===== config.mk =====
export PLATFORM = sky130hd
export DESIGN_NAME = adc_spi_responder_flat
export DESIGN_NICKNAME = d
export VERILOG_FILES = /design/src/rtl/adc_spi_responder_pkg.sv /design/src/rtl/adc_spi_responder_if.sv /design/src/rtl/adc_spi_responder_sync.sv /design/src/rtl/adc_spi_responder.sv /design/src/flat_wrapper.sv
export SDC_FILE = /design/constraint.sdc
export NUM_CORES = 1
export LEC_CHECK = 0
export BUFFER_PORTS_ARGS = -buffer_cell sky130_fd_sc_hd__buf_2
export CORE_MARGIN = 2
export CORE_UTILIZATION = 51
export CTS_CLUSTER_DIAMETER = 40
export DETAILED_ROUTE_END_ITERATION = 6
export GPL_TIMING_DRIVEN = 1
export HOLD_SLACK_MARGIN = 0.05
export PLACE_DENSITY = 0.8
export SETUP_SLACK_MARGIN = 0.3
export SYNTH_ARGS = -nofsm -noshare
export SYNTH_HDL_FRONTEND = slang
export SYNTH_SLANG_ARGS = --single-unit
export TNS_END_PERCENT = 5

===== constraint.sdc =====
create_clock -name i_clk -period 1.93 [get_ports i_clk]
set_input_delay 0 -clock i_clk [delete_from_list [all_inputs] [get_ports i_clk]]
set_output_delay 0 -clock i_clk [all_outputs]
set_load 0.02 [all_outputs]

===== src/rtl/adc_spi_responder_pkg.sv =====
// Shared types and default frame format for the ADC SPI responder.
// Latency: n/a (declarations only).
// Backpressure: n/a.
package adc_rsp_pkg;

    // Frame FSM: wait for chip enable, shift a frame, then idle until deselect.
    typedef enum logic [1:0] {
        IDLE  = 2'd0,
        SHIFT = 2'd1,
        DONE  = 2'd2
    } state_t;

    // Default frame: 3 leading zeros, 10-bit code, 3 trailing zeros.
    localparam int WORD_SIZE_DEF = 16;
    localparam int CODE_BITS_DEF = 10;
    localparam int LEAD_BITS_DEF = 3;

endpackage


===== src/rtl/adc_spi_responder_if.sv =====
// SPI pin bundle between a master and the ADC responder.
// Latency: n/a (wires only).
// Backpressure: none; SPI timing is owned by the master.
// Signals: i_sck serial clock, i_sce chip enable (active low),
//          i_sin master-out data, o_sout slave-out data.
interface adc_spi_responder_if;
    logic i_sck;
    logic i_sce;
    logic i_sin;
    logic o_sout;

    modport master (output i_sck, output i_sce, output i_sin, input o_sout);
    modport slave  (input i_sck, input i_sce, input i_sin, output o_sout);
endinterface


===== src/rtl/adc_spi_responder_sync.sv =====
// 2-flop synchronizer with single-cycle rise/fall pulses on the synced level.
// Latency: 2 i_clk to o_lvl, pulses coincide with the o_lvl change.
// Backpressure: none.
// Ports: i_clk/i_rst, i_async raw input; o_lvl synced level, o_rise/o_fall edge pulses.
module sync_edge (
    input  logic i_clk,
    input  logic i_rst,
    input  logic i_async,
    output logic o_lvl,
    output logic o_rise,
    output logic o_fall
);
    logic r_meta;
    logic r_sync;
    logic r_prev;

    always_ff @(posedge i_clk or posedge i_rst) begin
        if (i_rst) begin
            r_meta <= 1'b0;
            r_sync <= 1'b0;
            r_prev <= 1'b0;
        end else begin
            r_meta <= i_async;
            r_sync <= r_meta;
            r_prev <= r_sync;
        end
    end

    assign o_lvl  = r_sync;
    assign o_rise = r_sync & ~r_prev;
    assign o_fall = ~r_sync & r_prev;
endmodule


===== src/rtl/adc_spi_responder.sv =====
// Mode-0 SPI slave emulating an ADC: returns the held code, captures MOSI words.
// Latency: raw SCK fall to o_sout valid in 3 i_clk; o_wstb 3 i_clk after last raw SCK rise.
// Backpressure: none; SCK half-periods must be >= 5 i_clk.
// Ports: i_clk/i_rst; spi (slave modport: i_sck, i_sce, i_sin, o_sout);
//        i_code/i_code_vld load the holding register; o_wout/o_wstb last received word;
//        o_busy high while the FSM is not IDLE.
// Build option: ADC_RSP_RAMP_EN makes the held code increment after every completed frame.
module adc_spi_responder
    import adc_rsp_pkg::*;
#(
    parameter int WORD_SIZE = WORD_SIZE_DEF,
    parameter int CODE_BITS = CODE_BITS_DEF,
    parameter int LEAD_BITS = LEAD_BITS_DEF
) (
    input  logic                   i_clk,
    input  logic                   i_rst,
    adc_spi_responder_if.slave     spi,
    input  logic [CODE_BITS-1:0]   i_code,
    input  logic                   i_code_vld,
    output logic [WORD_SIZE-1:0]   o_wout,
    output logic                   o_wstb,
    output logic                   o_busy
);
    localparam int TRAIL_BITS = WORD_SIZE - LEAD_BITS - CODE_BITS;
    localparam int CNT_W      = $clog2(WORD_SIZE + 1);

    logic w_sck_rise, w_sck_fall, w_sck_lvl_unused;
    logic w_sce_rise, w_sce_fall, w_sce_lvl_unused;
    logic w_sin, w_sin_rise_unused, w_sin_fall_unused;

    sync_edge u_sck (.i_clk(i_clk), .i_rst(i_rst), .i_async(spi.i_sck),
                     .o_lvl(w_sck_lvl_unused), .o_rise(w_sck_rise), .o_fall(w_sck_fall));
    sync_edge u_sce (.i_clk(i_clk), .i_rst(i_rst), .i_async(spi.i_sce),
                     .o_lvl(w_sce_lvl_unused), .o_rise(w_sce_rise), .o_fall(w_sce_fall));
    sync_edge u_sin (.i_clk(i_clk), .i_rst(i_rst), .i_async(spi.i_sin),
                     .o_lvl(w_sin), .o_rise(w_sin_rise_unused), .o_fall(w_sin_fall_unused));

    state_t                 r_state, w_next;
    logic [CODE_BITS-1:0]   r_hold;
    logic [WORD_SIZE-1:0]   r_tx;
    logic [WORD_SIZE-2:0]   r_rx;      // bits received so far; the last bit is taken live
    logic [CNT_W-1:0]       r_cnt;
    logic                   r_sout;
    logic [WORD_SIZE-1:0]   r_wout;
    logic                   r_wstb;

    logic                   w_load, w_rx_step, w_tx_step, w_word_done;
    logic [WORD_SIZE-1:0]   w_frame;
    logic [WORD_SIZE-1:0]   w_rx_word;

    assign w_frame   = WORD_SIZE'(r_hold) << TRAIL_BITS;
    assign w_rx_word = {r_rx, w_sin};

    always_ff @(posedge i_clk or posedge i_rst) begin
        if (i_rst) r_state <= IDLE;
        else       r_state <= w_next;
    end

    // Deselect always wins over a coincident SCK edge so an abort never strobes.
    always_comb begin
        w_next      = r_state;
        w_load      = 1'b0;
        w_rx_step   = 1'b0;
        w_tx_step   = 1'b0;
        w_word_done = 1'b0;
        case (r_state)
            IDLE: begin
                if (w_sce_fall) begin
                    w_next = SHIFT;
                    w_load = 1'b1;
                end
            end
            SHIFT: begin
                if (w_sce_rise) begin
                    w_next = IDLE;
                end else begin
                    if (w_sck_rise) begin
                        w_rx_step = 1'b1;
                        if (r_cnt == CNT_W'(WORD_SIZE - 1)) begin
                            w_word_done = 1'b1;
                            w_next      = DONE;
                        end
                    end
                    w_tx_step = w_sck_fall;
                end
            end
            DONE: begin
                if (w_sce_rise) w_next = IDLE;
            end
            default: w_next = IDLE;
        endcase
    end

    always_ff @(posedge i_clk or posedge i_rst) begin
        if (i_rst) begin
            r_tx   <= '0;
            r_rx   <= '0;
            r_cnt  <= '0;
            r_sout <= 1'b0;
            r_wout <= '0;
            r_wstb <= 1'b0;
        end else begin
            r_wstb <= w_word_done;
            // MSB goes straight to the pin on select; the shifter keeps the rest.
            if (w_load) begin
                r_sout <= w_frame[WORD_SIZE-1];
                r_tx   <= {w_frame[WORD_SIZE-2:0], 1'b0};
                r_cnt  <= '0;
            end else if (w_next != SHIFT) begin
                r_sout <= 1'b0;
            end else if (w_tx_step) begin
                r_sout <= r_tx[WORD_SIZE-1];
                r_tx   <= {r_tx[WORD_SIZE-2:0], 1'b0};
            end
            if (w_rx_step) begin
                r_rx  <= w_rx_word[WORD_SIZE-2:0];
                r_cnt <= r_cnt + CNT_W'(1);
            end
            if (w_word_done) r_wout <= w_rx_word;
        end
    end

    // The frame copies r_hold at select time, so later loads only affect the next frame.
    always_ff @(posedge i_clk or posedge i_rst) begin
        if (i_rst) begin
            r_hold <= '0;
        end else if (i_code_vld) begin
            r_hold <= i_code;
`ifdef ADC_RSP_RAMP_EN
        end else if (r_wstb) begin
            r_hold <= r_hold + CODE_BITS'(1);
`endif
        end
    end

    assign spi.o_sout = r_sout;
    assign o_wout     = r_wout;
    assign o_wstb     = r_wstb;
    assign o_busy     = (r_state != IDLE);
endmodule


===== src/flat_wrapper.sv =====
// flat-port wrapper written by rule: the top's interface ports become plain ports
module adc_spi_responder_flat import adc_rsp_pkg::*;
#(
    parameter int WORD_SIZE = WORD_SIZE_DEF,
    parameter int CODE_BITS = CODE_BITS_DEF,
    parameter int LEAD_BITS = LEAD_BITS_DEF
)
  (i_clk, i_rst, i_code, i_code_vld, o_wout, o_wstb, o_busy, spi_i_sck, spi_i_sce, spi_i_sin, spi_o_sout);
  adc_spi_responder_if spi_i ();
  input  logic i_clk;
  input  logic i_rst;
  input  logic [CODE_BITS-1:0] i_code;
  input  logic i_code_vld;
  output logic [WORD_SIZE-1:0] o_wout;
  output logic o_wstb;
  output logic o_busy;
  input wire logic [$bits(spi_i.i_sck)-1:0] spi_i_sck;
  input wire logic [$bits(spi_i.i_sce)-1:0] spi_i_sce;
  input wire logic [$bits(spi_i.i_sin)-1:0] spi_i_sin;
  output wire logic [$bits(spi_i.o_sout)-1:0] spi_o_sout;
  assign spi_i.i_sck = spi_i_sck;
  assign spi_i.i_sce = spi_i_sce;
  assign spi_i.i_sin = spi_i_sin;
  assign spi_o_sout = spi_i.o_sout;
  adc_spi_responder #(.WORD_SIZE(WORD_SIZE), .CODE_BITS(CODE_BITS), .LEAD_BITS(LEAD_BITS)) u_core (.i_clk(i_clk), .i_rst(i_rst), .spi(spi_i), .i_code(i_code), .i_code_vld(i_code_vld), .o_wout(o_wout), .o_wstb(o_wstb), .o_busy(o_busy));
endmodule

==> results.json <==
{
  "antenna_found_initial": 0,
  "syn2layout_area_growth_pct": 26.05,
  "endpoint_kind": "register",
  "switchingPower_mw": 0.8697,
  "min_period_ps": 1917,
  "seq_area_um2": 1752,
  "start_kind": "register",
  "avgViaCountPerCell": 5.489,
  "grtUsageMet1_pct": 26.33,
  "ctsLongestPathBuffers": 2,
  "internal_power_mw": 2.525,
  "cts_root_buffer": "clkbuf_8",
  "fin_util_pct": 66.42,
  "die_w_um": 79.43,
  "synth_area_um2": 2902,
  "routed_wirelength_mm": 5.635,
  "nNetsFinal": 298,
  "postSynthCellCount": 212,
  "ys_seq_area_share_pct": 60.37,
  "wire_per_inst_um": 15.83,
  "cts_buffers": 9,
  "initial_utilization_pct": 52.69,
  "gp_congestion": 0.7768,
  "dieArea_um2": 6308,
  "final_area_um2": 3657,
  "grt_use_total_pct": 19.29,
  "clkSinkCount": 70,
  "drive_gt1_share_pct": 42.25,
  "grt_overflow_total": 0,
  "grt.busiest_layer": "met2",
  "critical_path_arrival_ps": 2140,
  "p_per_area_nw_per_um2": 928.2,
  "yosys.area.top_type": "dfrtp_1",
  "grt.met2_usage_pct": 29.66,
  "multiInputGateArea_um2": 1077,
  "grt_max_degree": 44,
  "antenna_left": 0,
  "synth-edff-count": 0,
  "core_um2": 5507,
  "dr.pass1.iters": 4,
  "worstPathMaxFanout": 5,
  "num_rows": 27,
  "hpwl_mm": 3.297,
  "critPathKind": "register to register",
  "placed_area_um2": 3173,
  "hold_path_class": "primary input to register",
  "worstPathRequired_ps": 2160,
  "cellLeakagePower_nw": 1.756,
  "seqPwrFrac_pct": 52.5,
  "drc_errors": 0,
  "cts_tree": "yes",
  "grt_pass1_vias": 1975,
  "path_clk_slew_ps": 70,
  "hold_violations": 0,
  "worstSkewPairLatency_ps": 340,
  "met3_usage_pct": 4.525,
  "vdd_ir_drop_max_mv": 0.7037,
  "ys_dominant_reg_cell": "dfrtp_1",
  "status": "completed",
  "diodes": 0,
  "yosysTopAreaCellShare_pct": 60.37,
  "rsz0062_at_grt": "true",
  "dp.cells": 316,
  "setup_viol": 0,
  "synth_area_leaders": "dfrtp_1 (60%), mux2_2 (12%), mux2_4 (4.7%), nand2_1 (2.8%), nand4_1 (2.6%)",
  "grt_pass1_wl_mm": 9.218,
  "die_y_um": 79.43,
  "fin_crit_sh_pct": 99.31,
  "max_slew_margin_pct": 61.02,
  "slew_violations": 0,
  "async_flop_share_pct": 100.0,
  "power_frac_comb_pct": 13.9,
  "clock_skew_ps": 5.411,
  "drt_iter0_markers": 167,
  "fin_total_pwr_mw": 3.395,
  "vias": 1954,
  "portBuffers": 34,
  "fin_cells": 356,
  "swShare_pct": 25.62,
  "fmax_mhz": 521.7,
  "syn_nets": 230,
  "ys.warnings.count": 0,
  "power_frac_clock_pct": 33.6,
  "maxCapViolations": 0,
  "synth.avg_cell_area_um2": 13.69,
  "cts.htree.levels": 3,
  "fillCellCount": 384,
  "yosys.cell_types.count": 35,
  "ys_seq_elements": 70,
  "worst_slew_pin_slew_ps": 583.9,
  "num_io_pins": 35
}
cells in the final DEF, fill, tap and decap left out, types with 3 or more instances in the layout:
cell / netlist / routed
o31ai_1: 3 / 3
buf_4: 0 / 15
dlygate4sd3_1: 0 / 14
dfrtp_1: 70 / 70
nand3_1: 3 / 3
nor2b_1: 3 / 3
nand2_1: 22 / 22
clkbuf_8: 0 / 10
o211ai_1: 9 / 9
mux2_2: 32 / 30
a21oi_1: 3 / 3
nand4_1: 12 / 12
nand2b_1: 7 / 7
buf_2: 2 / 34
mux2_4: 9 / 11
power by group through the flow:
stage               combinational, mW  clock, mW  sequential, mW
global route                    0.528       1.22            1.80
detailed placement              0.402          0            1.80
finish                          0.471       1.14            1.78
floorplan                       0.320          0            1.77
global placement                0.387          0            1.79
CTS                             0.454       1.16            1.77
through the flow:
stage / setup WS, ps / setup TNS, ps / hold slack, ps
finish: 13.34 / 0 / 105.3
global route: -45.48 / -563.9 / 112.3
CTS: 34.39 / 0 / 101.1
detailed placement: 35.52 / 0 / 100.2
global placement: 117.1 / 0 / 90.80
floorplan: 50.20 / 0 / 31.43
synth_stat cells, types with 2 or more instances:
cell type and n:
dfrtp_1 70, mux2_2 32, nand2_1 22, nand4_1 12
mux2_4 9, o211ai_1 9, nand2b_1 7, clkbuf_1 5
buf_6 4, a21oi_1 3, inv_1 3, nand3_1 3
nor2b_1 3, o31ai_1 3, and2_1 2, buf_2 2
ha_1 2, mux2i_1 2, o21ai_0 2, o311ai_0 2
flip-flops by register name, indices dropped and copies added (netlist names):
name / count
u_core.r_state: 2
u_core.r_rx: 15
u_core.u_sck.o_lvl: 1
u_core.u_sck.r_prev: 1
u_core.u_sce.o_lvl: 1
u_core.r_tx: 12
u_core.spi.o_sout: 1
u_core.u_sin.r_meta: 1
u_core.u_sck.r_meta: 1
u_core.r_hold: 10
u_core.u_sce.r_prev: 1
u_core.r_cnt: 5
u_core.o_wstb: 1
u_core.u_sce.r_meta: 1
u_core.o_wout: 16
u_core.u_sin.o_lvl: 1
per-layer routing:
metal | wire (µm) | vias to the layer above
met4 | 131 | 0
li1 | - | 899
met2 | 2719 | 53
met1 | 2573 | 992
met3 | 211 | 10
met5 | 0 | -
worst max-delay path: stages (launching register included):
cell and delay [ps]:
dfrtp_1 370, ha_2 180, and3_4 200, ha_4 120, nand3b_1 150, nor3_4 200
buf_6 150, buf_12 110, mux2_2 330
kinds of logic (layout without fill, tap and decap cells):
logic type                 Yosys count  after routing  synth area share, %
adders and majority gates            2              2               0.8623
AOI/OAI and AO/OA                   24             24                5.994
and+or+nand+nor                     58             58                11.56
buffers and inverters               15             87                3.450
DFF                                 70             70                60.37
muxes                               43             43                17.77
timing repair:
action	in CTS	in global routing
endpoints found under the hold margin	40	0
setup buffers	6	3
setup endpoints to repair	17	21
hold buffers	14	0
pin swaps	2	2
resized for setup	4	5
cloned	1	1
worst paths after layout:
check                           cells after the start  slack, ps                  to                 from
worst max-delay path                                8         10    u_core.o_wout[4]      u_core.r_cnt[0]
worst min-delay path                                2        110    u_core.r_hold[7]           i_code_vld
worst max register to register                      8         10    u_core.o_wout[4]      u_core.r_cnt[0]
worst min register to register                      0        360  u_core.u_sce.o_lvl  u_core.u_sce.r_meta
max in group asynchronous                           4       1050      u_core.r_rx[2]                i_rst
min in group asynchronous                           3        260    u_core.o_wout[3]                i_rst
final cells by class:
type / instances / share of cell area [%]
Inverter: 3 / 0.3079
Clock inverter: 4 / 1.300
Timing Repair Buffer: 69 / 14.71
Sequential cell: 70 / 47.90
Clock buffer: 11 / 3.866
Multi-Input combinational cell: 127 / 29.46
Tap cell: 72 / 2.463
Power figures use the tool's default switching activity.
